<file path="config.mk">
export PLATFORM = sky130hd
export DESIGN_NAME = id_ex_stage
export DESIGN_NICKNAME = d
export VERILOG_FILES = /design/src/rtl/mips_pkg.sv /design/src/rtl/alu_ctrl.sv /design/src/rtl/id_ex_stage.sv
export SDC_FILE = /design/constraint.sdc
export NUM_CORES = 1
export LEC_CHECK = 0
export ABC_CLOCK_PERIOD_IN_PS = 3740
export BUFFER_PORTS_ARGS = -buffer_cell sky130_fd_sc_hd__buf_2
export CAP_MARGIN = 20
export CORE_ASPECT_RATIO = 1.1
export CORE_MARGIN = 8
export CORE_UTILIZATION = 45
export CTS_CLUSTER_SIZE = 16
export DETAILED_ROUTE_END_ITERATION = 8
export PLACE_DENSITY = 0.77
export SLEW_MARGIN = 20
export SYNTH_ARGS = -nofsm -noshare
export SYNTH_HDL_FRONTEND = slang
export SYNTH_SLANG_ARGS = --single-unit
</file>
<file path="constraint.sdc">
create_clock -name clk -period 3.74 [get_ports clk]
set_input_delay 0.748 -clock clk [delete_from_list [all_inputs] [get_ports clk]]
set_output_delay 0.748 -clock clk [all_outputs]
set_load 0.005 [all_outputs]
</file>
<file path="src/rtl/mips_pkg.sv">
// Shared MIPS core definitions: widths, ALU op codes, ALUOp classes, funct codes,
// and the ID/EX pipeline payload.
package mips_pkg;

  localparam int unsigned DATA_W  = 32;
  localparam int unsigned REG_W   = 5;
  localparam int unsigned OP_W    = 4;
  localparam int unsigned FUNCT_W = 6;
  localparam int unsigned ALUOP_W = 2;

  // ALU operation codes
  localparam logic [OP_W-1:0] ALU_AND  = 4'b0000;
  localparam logic [OP_W-1:0] ALU_OR   = 4'b0001;
  localparam logic [OP_W-1:0] ALU_ADD  = 4'b0010;
  localparam logic [OP_W-1:0] ALU_BGTZ = 4'b0100;
  localparam logic [OP_W-1:0] ALU_SUB  = 4'b0110;
  localparam logic [OP_W-1:0] ALU_SLT  = 4'b0111;
  localparam logic [OP_W-1:0] ALU_NOP  = 4'b1111;

  // ALUOp classes from the main decoder
  localparam logic [ALUOP_W-1:0] ALUOP_ADD   = 2'b00;
  localparam logic [ALUOP_W-1:0] ALUOP_SUB   = 2'b01;
  localparam logic [ALUOP_W-1:0] ALUOP_RTYPE = 2'b10;
  localparam logic [ALUOP_W-1:0] ALUOP_BGTZ  = 2'b11;

  // R-type funct codes
  localparam logic [FUNCT_W-1:0] FUNCT_SLL = 6'b000000;
  localparam logic [FUNCT_W-1:0] FUNCT_ADD = 6'b100000;
  localparam logic [FUNCT_W-1:0] FUNCT_SUB = 6'b100010;
  localparam logic [FUNCT_W-1:0] FUNCT_AND = 6'b100100;
  localparam logic [FUNCT_W-1:0] FUNCT_OR  = 6'b100101;
  localparam logic [FUNCT_W-1:0] FUNCT_SLT = 6'b101010;

  typedef struct packed {
    logic              valid;
    logic              regwrite;
    logic              memread;
    logic              memwrite;
    logic              memtoreg;
    logic              branch;
    logic              alusrc;
    logic [OP_W-1:0]   alu_op;
    logic [REG_W-1:0]  dest;
    logic [REG_W-1:0]  rs;
    logic [REG_W-1:0]  rt;
    logic [DATA_W-1:0] rs_data;
    logic [DATA_W-1:0] rt_data;
    logic [DATA_W-1:0] imm;
  } id_ex_t;

  // Empty slot: no control, register 0 everywhere so nothing forwards into it
  function automatic id_ex_t bubble();
    id_ex_t b;
    b        = '0;
    b.alu_op = ALU_NOP;
    return b;
  endfunction

endpackage

</file>
<file path="src/rtl/alu_ctrl.sv">
// ALUOp/funct to ALU operation code decoder (purely combinational).
module alu_ctrl
  import mips_pkg::*;
(
  input  logic [ALUOP_W-1:0] aluop,
  input  logic [FUNCT_W-1:0] funct,
  output logic [OP_W-1:0]    op_c
);

  // Class decode; R-type falls through to the funct table
  always_comb begin
    op_c = ALU_NOP;
    case (aluop)
      ALUOP_ADD:  op_c = ALU_ADD;
      ALUOP_SUB:  op_c = ALU_SUB;
      ALUOP_BGTZ: op_c = ALU_BGTZ;
      default: begin
        case (funct)
          FUNCT_ADD: op_c = ALU_ADD;
          FUNCT_SUB: op_c = ALU_SUB;
          FUNCT_AND: op_c = ALU_AND;
          FUNCT_OR:  op_c = ALU_OR;
          FUNCT_SLT: op_c = ALU_SLT;
          FUNCT_SLL: op_c = ALU_NOP;
          default:   op_c = ALU_NOP;
        endcase
      end
    endcase
  end

endmodule

</file>
<file path="src/rtl/id_ex_stage.sv">
// ID/EX pipeline stage: operand/control register, forwarding, load-use detection.
module id_ex_stage
  import mips_pkg::*;
(
  input  logic              clk,
  input  logic              rst_n,
  input  logic              id_valid,
  input  logic [DATA_W-1:0] id_rs_data,
  input  logic [DATA_W-1:0] id_rt_data,
  input  logic [DATA_W-1:0] id_imm,
  input  logic [REG_W-1:0]  id_rs,
  input  logic [REG_W-1:0]  id_rt,
  input  logic [REG_W-1:0]  id_rd,
  input  logic              id_alusrc,
  input  logic              id_regdst,
  input  logic              id_regwrite,
  input  logic              id_memread,
  input  logic              id_memwrite,
  input  logic              id_memtoreg,
  input  logic              id_branch,
  input  logic              id_uses_rt,
  input  logic [ALUOP_W-1:0] id_aluop,
  input  logic [FUNCT_W-1:0] id_funct,
  input  logic              stall,
  input  logic              flush,
  input  logic              exmem_regwrite,
  input  logic [REG_W-1:0]  exmem_rd,
  input  logic [DATA_W-1:0] exmem_result,
  input  logic              memwb_regwrite,
  input  logic [REG_W-1:0]  memwb_rd,
  input  logic [DATA_W-1:0] memwb_result,
  output logic [DATA_W-1:0] alu_a,
  output logic [DATA_W-1:0] alu_b,
  output logic [OP_W-1:0]   alu_op,
  output logic [DATA_W-1:0] ex_store_data,
  output logic [REG_W-1:0]  ex_dest,
  output logic              ex_valid,
  output logic              ex_regwrite,
  output logic              ex_memread,
  output logic              ex_memwrite,
  output logic              ex_memtoreg,
  output logic              ex_branch,
  output logic              load_use_hazard
);

  id_ex_t           pipe_q, pipe_d, cap;
  logic [OP_W-1:0]  id_op_c;
  logic [DATA_W-1:0] fwd_rs, fwd_rt;

  alu_ctrl u_alu_ctrl (
    .aluop (id_aluop),
    .funct (id_funct),
    .op_c  (id_op_c)
  );

  // Load in EX whose destination is a source of the instruction in ID
  always_comb begin
    load_use_hazard = 1'b0;
    if (!flush && id_valid && pipe_q.valid && pipe_q.memread && pipe_q.dest != '0 &&
        (pipe_q.dest == id_rs || (id_uses_rt && pipe_q.dest == id_rt)))
      load_use_hazard = 1'b1;
  end

  // Capture payload assembled from decode; invalid slots become bubbles
  always_comb begin
    cap = bubble();
    if (id_valid) begin
      cap.valid    = 1'b1;
      cap.regwrite = id_regwrite;
      cap.memread  = id_memread;
      cap.memwrite = id_memwrite;
      cap.memtoreg = id_memtoreg;
      cap.branch   = id_branch;
      cap.alusrc   = id_alusrc;
      cap.alu_op   = id_op_c;
      cap.dest     = id_regdst ? id_rd : id_rt;
      cap.rs       = id_rs;
      cap.rt       = id_rt;
      cap.rs_data  = id_rs_data;
      cap.rt_data  = id_rt_data;
      cap.imm      = id_imm;
    end
  end

  // Next-state priority: flush, stall hold, load-use bubble, capture
  always_comb begin
    pipe_d = pipe_q;
    if (flush)                pipe_d = bubble();
    else if (stall)           pipe_d = pipe_q;
    else if (load_use_hazard) pipe_d = bubble();
    else                      pipe_d = cap;
  end

  // Pipeline register
  always_ff @(posedge clk or negedge rst_n) begin
    if (!rst_n) pipe_q <= bubble();
    else        pipe_q <= pipe_d;
  end

  // rs forwarding: EX/MEM beats MEM/WB, register 0 never forwarded
  always_comb begin
    fwd_rs = pipe_q.rs_data;
    if (exmem_regwrite && exmem_rd != '0 && exmem_rd == pipe_q.rs)      fwd_rs = exmem_result;
    else if (memwb_regwrite && memwb_rd != '0 && memwb_rd == pipe_q.rs) fwd_rs = memwb_result;
  end

  // rt forwarding, same rules as rs
  always_comb begin
    fwd_rt = pipe_q.rt_data;
    if (exmem_regwrite && exmem_rd != '0 && exmem_rd == pipe_q.rt)      fwd_rt = exmem_result;
    else if (memwb_regwrite && memwb_rd != '0 && memwb_rd == pipe_q.rt) fwd_rt = memwb_result;
  end

  assign alu_a         = fwd_rs;
  assign alu_b         = pipe_q.alusrc ? pipe_q.imm : fwd_rt;
  assign ex_store_data = fwd_rt;
  assign alu_op        = pipe_q.alu_op;
  assign ex_dest       = pipe_q.dest;
  assign ex_valid      = pipe_q.valid;
  assign ex_regwrite   = pipe_q.regwrite;
  assign ex_memread    = pipe_q.memread;
  assign ex_memwrite   = pipe_q.memwrite;
  assign ex_memtoreg   = pipe_q.memtoreg;
  assign ex_branch     = pipe_q.branch;

endmodule
</file>
==> impl_results.md <==
- Status: complete, no violations
- Synth cell types: 40
- Worst Path Arrival: 2.92 ns
- Total length of routed wires: 28.0 mm
- # nets final: around 1,200
- Tcrit/Tclk final: a little over nine tenths
- Pre-Repair DR Iteration Count: 5
- Cell Rows: 48
- Peak supply drop: about 280 uV
- CTS tree: built
- Yosys Warn Count: 0
- Complex-gate fraction of the synthesized area: around 25%
- Total power: 3660 uW
- First-pass GRT wire length: about 43 mm
- GR Layer Usage met2: between 40% and 50%
- Clock latency on the worst-skew pair: 0.41 ns
- Gr usage total: a little over a quarter
- Dpl cell area: ~0.009 sq mm
- Starting Density: a little under half
- Max frequency: 0.273 GHz
- TritonCTS buffer count: 17
- Yosys reg bits: roughly 120
- Hold Fails Final Rpt: 0
- DIE WIDTH: roughly 140 um
- Slew Viols, Final: 0
- Max clock buf depth: 2
- Layout cells sized above 1: between 40 and 50%
- Synth Instances: about 730
- Setup-failing EPs final: 0
- Commonest non-fill, non-tap cells in the layout: buf_2 (318), a22o_1 (117), dfrtp_1 (117), nor2_1 (49), a21oi_1 (37)
- Largest net degree at the start of global routing: 73
- Routed WL per cell: about 23 um
- Post-Synth XOR/XNOR Area: 3.70%
- Fraction of registers with async set/reset: 100%
- Global routing met1 resource utilization: approximately 32%
- Commonest non-fill, non-tap cell in the layout: buf_2
- Kind of critical path: primary input to primary output
- Post-synth net total: a little over 900
- GP Congestion: 0.895
- Power per Cell Area: between 300 and 400 mW/mm^2
- Main flop type after synthesis: dfrtp_1
- Clk root buf: clkbuf_16
- Final min period: around 3.7 ns
- Hold crit path type: primary input to asynchronous set/reset pin
- Total grt overflow: 0
- Residual DRC: 0
- P_leak: approximately 0.0047 uW
- Reg2Reg Setup Slack: ~1.1 ns
- Via count: 7,452
- Post-detailed-route count of antenna-violating nets: 0
- DR iter-0 viols: 623
- Busiest grt layer: met2
- Worst-margin pin slew: about 1 ns
- Largest family of logic cells by synthesized area: compound AO/OA/AOI/OAI gates
- IO Pins: between 300 and 400
- Synth Cell Area: about 0.0071 sq mm
- Core ar.: 0.0156 sq mm
- Rel. slew slack: 33.6%
- Hold WS: between 0.2 and 0.25 ns
- Startpoint types: primary input
- Number of synthesized flops with an enable pin: 0
- DP HPWL: a little under 20 mm
- Multiplexer share of the synthesized area: 9.58%
- Final instance area: roughly 0.0096 sq mm
- Number of global-route vias before repair: 7,789
- Area growth syn-to-layout: 35.1%
- Die area: approximately 0.02 sq mm
- Die Y: 148 um
- # Post-CTS Setup Buffers: 0
- FILL cells: about 1,300
- Post-synthesis adder-cell area fraction: 0%
- Maxcap violations: 0
- Critical path endpoint category: primary output
- H-tree levels: 4
- Post-synthesis sequential area ratio: around 43%
- Top fanout value on the critical path: 32
- Port Buffers: between 300 and 400
- CTS Hold Bufs: 0
- Initial antenna violation count: 5
- GR Util met3: under 10%
- Via/cell ratio: ~6.1
- Final setup skew: 0.00576 ns
- # clock sinks: 122
- CP required: approximately 3 ns
- Avg Cell Area, Syn: 9.79 sq um
- Simple-Gate Fraction of Synth Area: 13.5%
- CTS clk-pin slew, worst paths: around 0.060 ns
-- sequential cells by signal (all words and copies together), names as in the netlist --
register / flops
ex_branch: 1
ex_valid: 1
ex_memread: 1
ex_regwrite: 1
alu_op: 4
ex_dest: 5
pipe_q: 107
ex_memwrite: 1
ex_memtoreg: 1
-- worst max-delay path, stage by stage --
cell	delay [ns]
buf_2	0.11
xor2_1	0.18
or4b_2	0.74
buf_6	0.23
nor4b_1	0.36
a211oi_2	0.09
o31ai_1	0.28
buf_2	0.16
-- logic make-up (layout without fill, tap and decap cells) --
logic type / after synthesis / after routing
multiplexers: 64 / 64
other: 0 / 3
AND/OR/NAND/NOR: 195 / 195
AO/OA/AOI/OAI: 228 / 228
buffers and inverters: 87 / 382
XOR/XNOR: 30 / 30
flip-flops: 122 / 122
-- final cells by class --
cell class / count / area (sq um) / area share, %
multi-input cells: 517 / 3780 / 39.4
flip-flops and latches: 122 / 3060 / 31.9
repair buffers: 347 / 1900 / 19.8
clock buffers: 21 / 470 / 4.90
well taps: 200 / 250 / 2.61
clock inverters: 11 / 120 / 1.25
inverters: 3 / 11.3 / 0.117
diodes: 3 / 7.51 / 0.0782
-- repair_timing --
action,CTS,global route
gates resized for setup,1,8
setup endpoints to repair,1,9
hold endpoints to repair,0,0
-- per-layer routing --
layer  vias to the layer above  part of all wire [%]
met5                         -                 0.057
met4                         4                   3.1
met3                        65                    11
met2                       472                    49
met1                      3588                    38
li1                       3323                     -
-- worst paths after layout --
kind | cells past startpoint | endpoint | from
max reg2reg | 6 | pipe_q[51]$_DFFE_PN0P_ | ex_dest[1]$_DFFE_PN0P_
max | 8 | alu_b[10] | memwb_rd[4]
min in group clk | 2 | alu_op[1]$_DFFE_PN1P_ | alu_op[1]$_DFFE_PN1P_
max in group asynchronous | 2 | alu_op[0]$_DFFE_PN1P_ | rst_n
min | 1 | pipe_q[20]$_DFFE_PN0P_ | rst_n
min reg2reg | 2 | alu_op[1]$_DFFE_PN1P_ | alu_op[1]$_DFFE_PN1P_
-- power by group --
part | internal (uW) | leakage [uW] | switching [uW]
Clock | 1030 | 0.000285 | 598
Sequential | 1370 | 0.00165 | 44.3
Combinational | 273 | 0.00272 | 340
-- metrics by stage --
step	cells	setup TNS (ns)	utilization, %	worst slack, ns
final	1224	0	61.7	0.0750
after detailed placement	1189	-0.0163	57.5	-0.0163
after floorplan	726	0	-	0.590
after global placement	1189	0	57.5	0.0515
after global routing	1224	-0.0316	61.7	-0.0316
after CTS	1221	-0.0223	61.4	-0.00761
-- synthesized netlist by cell type (all sizes together) (2+ instances only) --
cell    number  share of area [%]
a211oi       5               0.53
inv          3               0.16
a31oi       28                2.5
nor4        28                2.6
nand4        3               0.26
xnor2       21                2.6
nand2       36                1.9
mux2        32                5.1
xor2         9                1.1
nand2b       4               0.35
or2          2               0.18
buf         35                2.8
o31ai       32                3.4
a21o         2               0.21
nand3       29                2.0
a22o       117                 14
nor2        50                2.6
a21oi       37                2.6
mux2i       32                4.5
nor4b        5               0.62
o21ai        2               0.14
dfstp        4                1.5
or4          3               0.32
dfrtp      118                 42
and2         2               0.18
clkbuf      49                2.6
nor3        29                2.0
No activity file was read; power rests on OpenSTA's default activity.
